--- config.mk ---
export PLATFORM = sky130hd
export DESIGN_NAME = vga_timing_gen
export DESIGN_NICKNAME = d
export VERILOG_FILES = /design/src/rtl/vga_timing_gen.sv
export SDC_FILE = /design/constraint.sdc
export NUM_CORES = 1
export LEC_CHECK = 0
export ABC_AREA = 1
export BUFFER_PORTS_ARGS = -buffer_cell sky130_fd_sc_hd__buf_2
export CAP_MARGIN = 40
export CORE_MARGIN = 4
export CORE_UTILIZATION = 25
export CTS_CLUSTER_SIZE = 10
export DETAILED_ROUTE_END_ITERATION = 8
export PLACE_DENSITY = 0.48
export RECOVER_POWER = 100
export SYNTH_ARGS = -nofsm -noshare
export SYNTH_HDL_FRONTEND = slang
export SYNTH_SLANG_ARGS = --single-unit
export TNS_END_PERCENT = 100
--- constraint.sdc ---
create_clock -name clk -period 3 [get_ports clk]
set_input_delay 0.3 -clock clk [delete_from_list [all_inputs] [get_ports clk]]
set_output_delay 0.3 -clock clk [all_outputs]
set_load 0.005 [all_outputs]
--- src/rtl/vga_timing_gen.sv ---
// ---------------------------------------------------------------------------
// vga_timing_gen
//
// Purpose:
//    Raster timing generator for VGA-style displays. It produces horizontal
//    and vertical position counters, sync pulses at a configurable polarity,
//    a display-enable flag for the visible region, and line/frame start
//    strobes. Frame generation is requested with run. When run is dropped,
//    the current frame is always completed before the block goes idle.
//
// Optional build macro:
//    VGA_TIMING_PIPE_EN - when defined, hsync, vsync, de, line_start and
//                         frame_start are delayed by two extra ce-qualified
//                         register stages. This lines them up with a
//                         two-stage pixel pipeline. horiz_count and
//                         vert_count are never delayed.
//
// Ports:
//    clk          in   pixel-rate clock
//    reset        in   asynchronous, active-high reset
//    ce           in   pixel clock enable; all state advances only when ce=1
//    run          in   request to generate frames
//    hsync        out  horizontal sync at HSYNC_POL
//    vsync        out  vertical sync at VSYNC_POL
//    de           out  display enable (visible pixel)
//    horiz_count  out  current pixel position within the line (CW bits)
//    vert_count   out  current line position within the frame (CW bits)
//    line_start   out  strobe while horiz_count == 0
//    frame_start  out  strobe while position == (0,0)
//    busy         out  high while a frame is in progress (RUN or DRAIN)
// ---------------------------------------------------------------------------
module vga_timing_gen #(
   parameter int unsigned H_ACTIVE  = 640,
   parameter int unsigned H_FP      = 16,
   parameter int unsigned H_SYNC    = 96,
   parameter int unsigned H_BP      = 48,
   parameter int unsigned V_ACTIVE  = 480,
   parameter int unsigned V_FP      = 10,
   parameter int unsigned V_SYNC    = 2,
   parameter int unsigned V_BP      = 33,
   // CW must be wide enough to hold HT-1 and VT-1
   parameter int unsigned CW        = 10,
   parameter bit          HSYNC_POL = 1'b0,
   parameter bit          VSYNC_POL = 1'b0
) (
   input  logic          clk,
   input  logic          reset,
   input  logic          ce,
   input  logic          run,
   output logic          hsync,
   output logic          vsync,
   output logic          de,
   output logic [CW-1:0] horiz_count,
   output logic [CW-1:0] vert_count,
   output logic          line_start,
   output logic          frame_start,
   output logic          busy
);

   localparam int unsigned HT     = H_ACTIVE + H_FP + H_SYNC + H_BP;
   localparam int unsigned VT     = V_ACTIVE + V_FP + V_SYNC + V_BP;
   localparam int unsigned HS_BEG = H_ACTIVE + H_FP;
   localparam int unsigned HS_END = H_ACTIVE + H_FP + H_SYNC;
   localparam int unsigned VS_BEG = V_ACTIVE + V_FP;
   localparam int unsigned VS_END = V_ACTIVE + V_FP + V_SYNC;

   typedef enum logic [1:0] {
      S_IDLE  = 2'd0,
      S_RUN   = 2'd1,
      S_DRAIN = 2'd2
   } state_t;

   state_t        r_state;
   state_t        w_state_nxt;

   logic [CW-1:0] r_h;
   logic [CW-1:0] r_v;
   logic [CW-1:0] w_h_nxt;
   logic [CW-1:0] w_v_nxt;

   logic          w_h_last;
   logic          w_v_last;
   logic          w_frame_end;

   logic          w_busy_nxt;
   logic          w_hs_act;
   logic          w_vs_act;
   logic          w_de_nxt;
   logic          w_ls_nxt;
   logic          w_fs_nxt;

   logic          r_hs;
   logic          r_vs;
   logic          r_de;
   logic          r_ls;
   logic          r_fs;
   logic          r_busy;

   assign w_h_last    = (r_h == CW'(HT - 1));
   assign w_v_last    = (r_v == CW'(VT - 1));
   assign w_frame_end = w_h_last && w_v_last;

   // -----------------------------------------------------------------------
   // Next-state and next-position logic
   // -----------------------------------------------------------------------
   always_comb begin
      w_state_nxt = r_state;
      w_h_nxt     = r_h;
      w_v_nxt     = r_v;

      unique case (r_state)
         S_IDLE: begin
            w_h_nxt = '0;
            w_v_nxt = '0;
            if (run) begin
               w_state_nxt = S_RUN;
            end
         end

         S_RUN, S_DRAIN: begin
            if (w_h_last) begin
               w_h_nxt = '0;
               w_v_nxt = w_v_last ? '0 : (r_v + CW'(1));
            end else begin
               w_h_nxt = r_h + CW'(1);
            end

            // Going idle is only possible at the final pixel of a frame.
            // RUN with run=0 on the final pixel goes straight to IDLE.
            // A raised run in DRAIN resumes RUN without touching the counters.
            if (w_frame_end && !run) begin
               w_state_nxt = S_IDLE;
            end else if (run) begin
               w_state_nxt = S_RUN;
            end else begin
               w_state_nxt = S_DRAIN;
            end
         end

         default: begin
            w_state_nxt = S_IDLE;
            w_h_nxt     = '0;
            w_v_nxt     = '0;
         end
      endcase
   end

   // -----------------------------------------------------------------------
   // Output decode on the next position. Decoding here, then registering
   // together with the counters, keeps all outputs consistent in the
   // same cycle.
   // -----------------------------------------------------------------------
   always_comb begin
      w_busy_nxt = (w_state_nxt != S_IDLE);
      w_hs_act   = w_busy_nxt &&
                   (w_h_nxt >= CW'(HS_BEG)) && (w_h_nxt < CW'(HS_END));
      w_vs_act   = w_busy_nxt &&
                   (w_v_nxt >= CW'(VS_BEG)) && (w_v_nxt < CW'(VS_END));
      w_de_nxt   = w_busy_nxt &&
                   (w_h_nxt < CW'(H_ACTIVE)) && (w_v_nxt < CW'(V_ACTIVE));
      w_ls_nxt   = w_busy_nxt && (w_h_nxt == '0);
      w_fs_nxt   = w_busy_nxt && (w_h_nxt == '0) && (w_v_nxt == '0);
   end

   // -----------------------------------------------------------------------
   // State, counters and undelayed outputs
   // -----------------------------------------------------------------------
   always_ff @(posedge clk or posedge reset) begin
      if (reset) begin
         r_state <= S_IDLE;
         r_h     <= '0;
         r_v     <= '0;
         r_hs    <= ~HSYNC_POL;
         r_vs    <= ~VSYNC_POL;
         r_de    <= 1'b0;
         r_ls    <= 1'b0;
         r_fs    <= 1'b0;
         r_busy  <= 1'b0;
      end else if (ce) begin
         r_state <= w_state_nxt;
         r_h     <= w_h_nxt;
         r_v     <= w_v_nxt;
         r_hs    <= w_hs_act ? HSYNC_POL : ~HSYNC_POL;
         r_vs    <= w_vs_act ? VSYNC_POL : ~VSYNC_POL;
         r_de    <= w_de_nxt;
         r_ls    <= w_ls_nxt;
         r_fs    <= w_fs_nxt;
         r_busy  <= w_busy_nxt;
      end
   end

   assign horiz_count = r_h;
   assign vert_count  = r_v;
   assign busy        = r_busy;

`ifdef VGA_TIMING_PIPE_EN
   // Bit order: {hsync, vsync, de, line_start, frame_start}.
   // In IDLE the stage inputs are already at deasserted levels, so the
   // pipe drains to idle values after two ce cycles.
   localparam logic [4:0] PIPE_IDLE = {~HSYNC_POL, ~VSYNC_POL, 3'b000};

   logic [4:0] r_pipe1;
   logic [4:0] r_pipe2;

   always_ff @(posedge clk or posedge reset) begin
      if (reset) begin
         r_pipe1 <= PIPE_IDLE;
         r_pipe2 <= PIPE_IDLE;
      end else if (ce) begin
         r_pipe1 <= {r_hs, r_vs, r_de, r_ls, r_fs};
         r_pipe2 <= r_pipe1;
      end
   end

   assign {hsync, vsync, de, line_start, frame_start} = r_pipe2;
`else
   assign hsync       = r_hs;
   assign vsync       = r_vs;
   assign de          = r_de;
   assign line_start  = r_ls;
   assign frame_start = r_fs;
`endif

endmodule
== Word-level counts from Yosys, hierarchy flattened ==
Cells that the tools add are included.
Cells by class
  eq/ne operators: 4
  $add $sub $neg: 2
  reduce and logical (&&, ||, !) cells: 16
  $lt $le $gt $ge: 6
  multiplexer cells: 11
Operator list (number)
  2-to-1 mux 10 bit: 5
  adder 10 x 1 -> 10 bit (second input constant): 2
  == test 10 bit (second input constant): 2
  logical NOT 10 bit: 2
  < comparator 10 bit (second input constant): 2
  < comparator 10 x 9 -> 1 bit (second input constant): 2
  greater-or-equal comparator 10 bit (second input constant): 1
  greater-or-equal comparator 10 x 9 -> 1 bit (second input constant): 1
  logical AND 1 bit: 10
  2-to-1 mux 2 bit: 3
  case mux 2 bit (2 select lines): 1
  == test 2 x 1 -> 1 bit (second input constant): 1
  == test 2 bit (second input constant): 1
  logical NOT 2 bit: 1
  2-to-1 mux 1 bit: 2
  nonzero test 2 bit: 1
  OR reduction 2 bit: 1
  logical NOT 1 bit: 1
Word-level totals
  output and inout bits: 26
  bits in registers: 28
  input port bits: 4
  word-level logic and storage cells: 48

== Depth between registers and ports, before layout ==
  word-level depth: 9
  gate-level depth with buffers: 13
  gate-level depth less buffers: 13

== Worst setup path before layout ==
No wires, ideal clock.
  path type: flip-flop to flip-flop
  start: register r_h[0] (netlist: horiz_count[0])
  end: register r_de (netlist: de)
  cell stages (with the launch flop): 12
  setup slack: 1.266 ns
  data arrival time: 1.614 ns
  library setup time: 0.120 ns
  data required time: 2.880 ns
  path buffers: 1
  clock period less this slack: 1.734 ns
  cell sequence: dfrtp_1 ha_1 nand4_2 nor2_4 buf_6 nand2_2 nand2_2 nand2_1 nor2_2 nand3_1 o21ai_1 nand2_1
Between the ends
  cells in the longest elaborated chain, start to end: 8
  elaborated cells on any way between the ends: 15
  classes of those cells: 1 x add/sub; 2 x order compare; 1 x eq/ne; 6 x mux; 5 x reduce/logical
RTL lines
  start: declaration: RTL line 76  | logic [CW-1:0] r_h;
  start signal: assignment: RTL line 181  | r_h <= w_h_nxt;
  branches (longest 7 deep; another with adder 10 x 1 -> 10 bit)
  logical AND 1 bit *: RTL line 160  | (w_h_nxt < CW'(H_ACTIVE)) && (w_v_nxt < CW'(V_ACTIVE));
  end signal: assignment: RTL line 185  | r_de <= w_de_nxt;
  end: declaration: RTL line 94  | logic r_de;
Every way passes the cells marked *.
A chain may end at the register's enable or synchronous reset.

== Worst setup path after layout ==
  start: register r_h[0] (netlist: horiz_count[0])
  end: register r_vs (netlist: vsync)
Between the ends
  cells in the longest elaborated chain, start to end: 9
  elaborated cells on any way between the ends: 13
  classes of those cells: 2 x order compare; 1 x eq/ne; 5 x mux; 5 x reduce/logical
RTL lines
  == test 10 bit *: RTL line 99  | assign w_h_last = (r_h == CW'(HT - 1));
  branches (longest 6 deep; another with greater-or-equal comparator 10 x 9 -> 1 bit)
  logical AND 1 bit *: RTL line 158  | (w_v_nxt >= CW'(VS_BEG)) && (w_v_nxt < CW'(VS_END));
  2-to-1 mux 1 bit *: RTL line 184  | r_vs <= w_vs_act ? VSYNC_POL : ~VSYNC_POL;
  end signal: assignment: RTL line 174  | r_vs <= ~VSYNC_POL;
  end signal: assignment: RTL line 184
  end: declaration: RTL line 93  | logic r_vs;
Marks and branches as above.

==> flow_summary.ini <==
[outcome]
status = completed

[logic_synthesis]
synth.avg_cell_area_um2 = 6.67
synth-edff-count = 0
synthesis.instances = 305
synthArstFlopShare_pct = 100
synthesis.nets = 314
ys_seq_elements = 28
yosysWarnings = 0
netlist_area_um2 = 2030
ys.flop_type = dfrtp_1
ys_types = 27
yosysSeqAreaShare_pct = 34.6

[clocking]
cts_setup_buffers = 0
clk_latency_ps = 280
cts_buffer_depth = 2
htree_levels = 1
post_cts_resized = 0
cts-buffers-inserted = 3
cts.reportedPaths.clkPinSlew_ps = 110
cts_tree = yes
clkSinkCount = 28
cts_hold_buf = 0
cts.root.buffer_cell = clkbuf_8

[placed_design]
portBuffers = 29
place_congestion = 0.861
dp_hpwl_um = 4490
place_inst = 429

[drt]
via_count = 1999
drt-vias-per-instance = 4.63
wl_per_cell_um = 13.5
drcViolationCount = 0
routed_wl_um = 5820
first_pass_iters = 4
drt_iter0_markers = 113
drt.antenna.violating_nets = 0

[sta]
fmax_ghz = 0.412
whs_ps = 85.6
fin_crit_sh_pct = 80.8
worst_clock_skew_ps = 10.1
rsz0062_at_grt = no
tightest_slew_ps = 785
period_needed_ps = 2430
final-hold-violation-count = 0
maxSlewViolCount = 0
relSlewSlack_pct = 47.6
setup_tns_ps = 0
finalSetupViolCount = 0

[global_route]
track_usage_pct = 12.7
grt_use_met3_pct = 1.64
grt_max_degree = 42
grt_use_met2_pct = 20.4
grt_pass1_wl_um = 10100
antenna_found_initial = 0
grt_pass1_vias = 1997
overflow = 0
grt-busiest-layer = met2
grt_util_met1_pct = 18.3

[critical_path]
crit_chain = ha_1 -> nand3_2 -> nor2_1 -> nand2_4 -> nand2_4 -> nand2_1 -> nand3_1 -> nand3_1 -> nor2_1 -> a21oi_1
critPathCaptureType = register
path_delay_family = simple AND/OR/NAND/NOR gates
crit_required_ps = 3220
critPathMaxFanout = 9
critPathSlowestCell = dfrtp_1
path_depth = 10
start_kind = register
crit_buf_inv = 0
critical_path_arrival_ps = 2640
rrSetupSlack_ps = 570
path_class = register to register
slowest_delay_ps = 540
reg2regPathDepth = 10

[pwr]
total_power_mw = 1.16
p_leak_nw = 1.07
ir_drop_mv = 0.348
power.density_nw_per_um2 = 512

[floorplanning]
initial_core_util_pct = 26.1
dieHeight_um = 98.2
core-area_um2 = 7810
rows = 32
fp.dieW_um = 98.2
pin_count = 30
dieArea_um2 = 9650

[finish]
final_core_util_pct = 29.1
fin_cells = 432
final_common_cell = nand2_1
antenna_cells = 0
drive_gt1_share_pct = 14.8
syn2layout_area_growth_pct = 11.7
nets = 341
final_cell_mix = 97 x nand2_1, 38 x nor2_1, 34 x nand3_1

[flow_run]
maxCapViolations = 0

[hold_path]
holdCritPathClass = primary input to async pin
## layer usage
| metal | wire, µm | vias to the layer above |
|---|---|---|
| met2 | 2640 | 26 |
| met4 | 37 | 0 |
| met3 | 145 | 2 |
| li1 | - | 1028 |
| met1 | 3000 | 943 |
| met5 | 0 | - |
## flip-flops by register name (all words and copies together) (netlist names)
register / flops
hsync: 1
busy: 1
r_state: 2
vert_count: 10
horiz_count: 10
frame_start: 1
vsync: 1
de: 1
line_start: 1
## cells by family after synthesis
| logic type | Yosys count | share of synthesized area, % |
|---|---|---|
| simple gates | 200 | 45.9 |
| flops | 28 | 34.6 |
| buf+inv | 37 | 7.50 |
| fa+ha+maj | 5 | 3.08 |
| compound gates | 35 | 8.98 |
## stage by stage
| stage | setup slack (ps) | instance area [µm²] |
|---|---|---|
| 2_1_floorplan | 1270 | 2030 |
| 3_3_place_gp | 745 | 2270 |
| 3_5_place_dp | 699 | 2270 |
| 4_1_cts | 667 | 2320 |
| 5_1_grt | 286 | 2270 |
| 6_report | 575 | 2270 |
## worst reg2reg max path: stages (launching register included)
cell,delay [ps]
dfrtp_1,540
ha_1,280
nand3_2,80
nor2_1,510
nand2_4,160
nand2_4,140
nand2_1,120
nand3_1,180
nand3_1,90
nor2_1,160
a21oi_1,90
## synth_stat cells, types with 5 or more instances
master	count	area, µm²
nand2_1	96	360
nor2_1	37	139
nand3_1	32	160
dfrtp_1	26	651
inv_1	25	93.8
o21ai_0	25	125
nor2_2	8	50.1
nand2_2	7	43.8
nand3_2	6	60.1
a21oi_1	5	25.0
ha_1	5	62.6
## final timing paths
kind | endpoint | startpoint
max | vsync | horiz_count[0]
min | vert_count[5] | reset
max reg2reg | vsync | horiz_count[0]
min reg2reg | busy | busy
max in group asynchronous | r_state[1] | reset
min in group clk | vsync | ce
## power breakdown
part | internal, mW | leakage (nW) | switching, mW | total, mW
registers | 0.428 | 0.372 | 0.0542 | 0.482
logic | 0.141 | 0.673 | 0.328 | 0.468
clock network | 0.0904 | 0.0216 | 0.123 | 0.214
## area by class of cell
class / instances / area, µm²
timing repair buffer: 31 / 143
fill: 894 / 5540
clock buffer: 3 / 41.3
multi-input combinational: 240 / 1150
tap: 102 / 128
sequential: 28 / 703
inverter: 28 / 105
No activity file was read; power rests on OpenSTA's default activity.
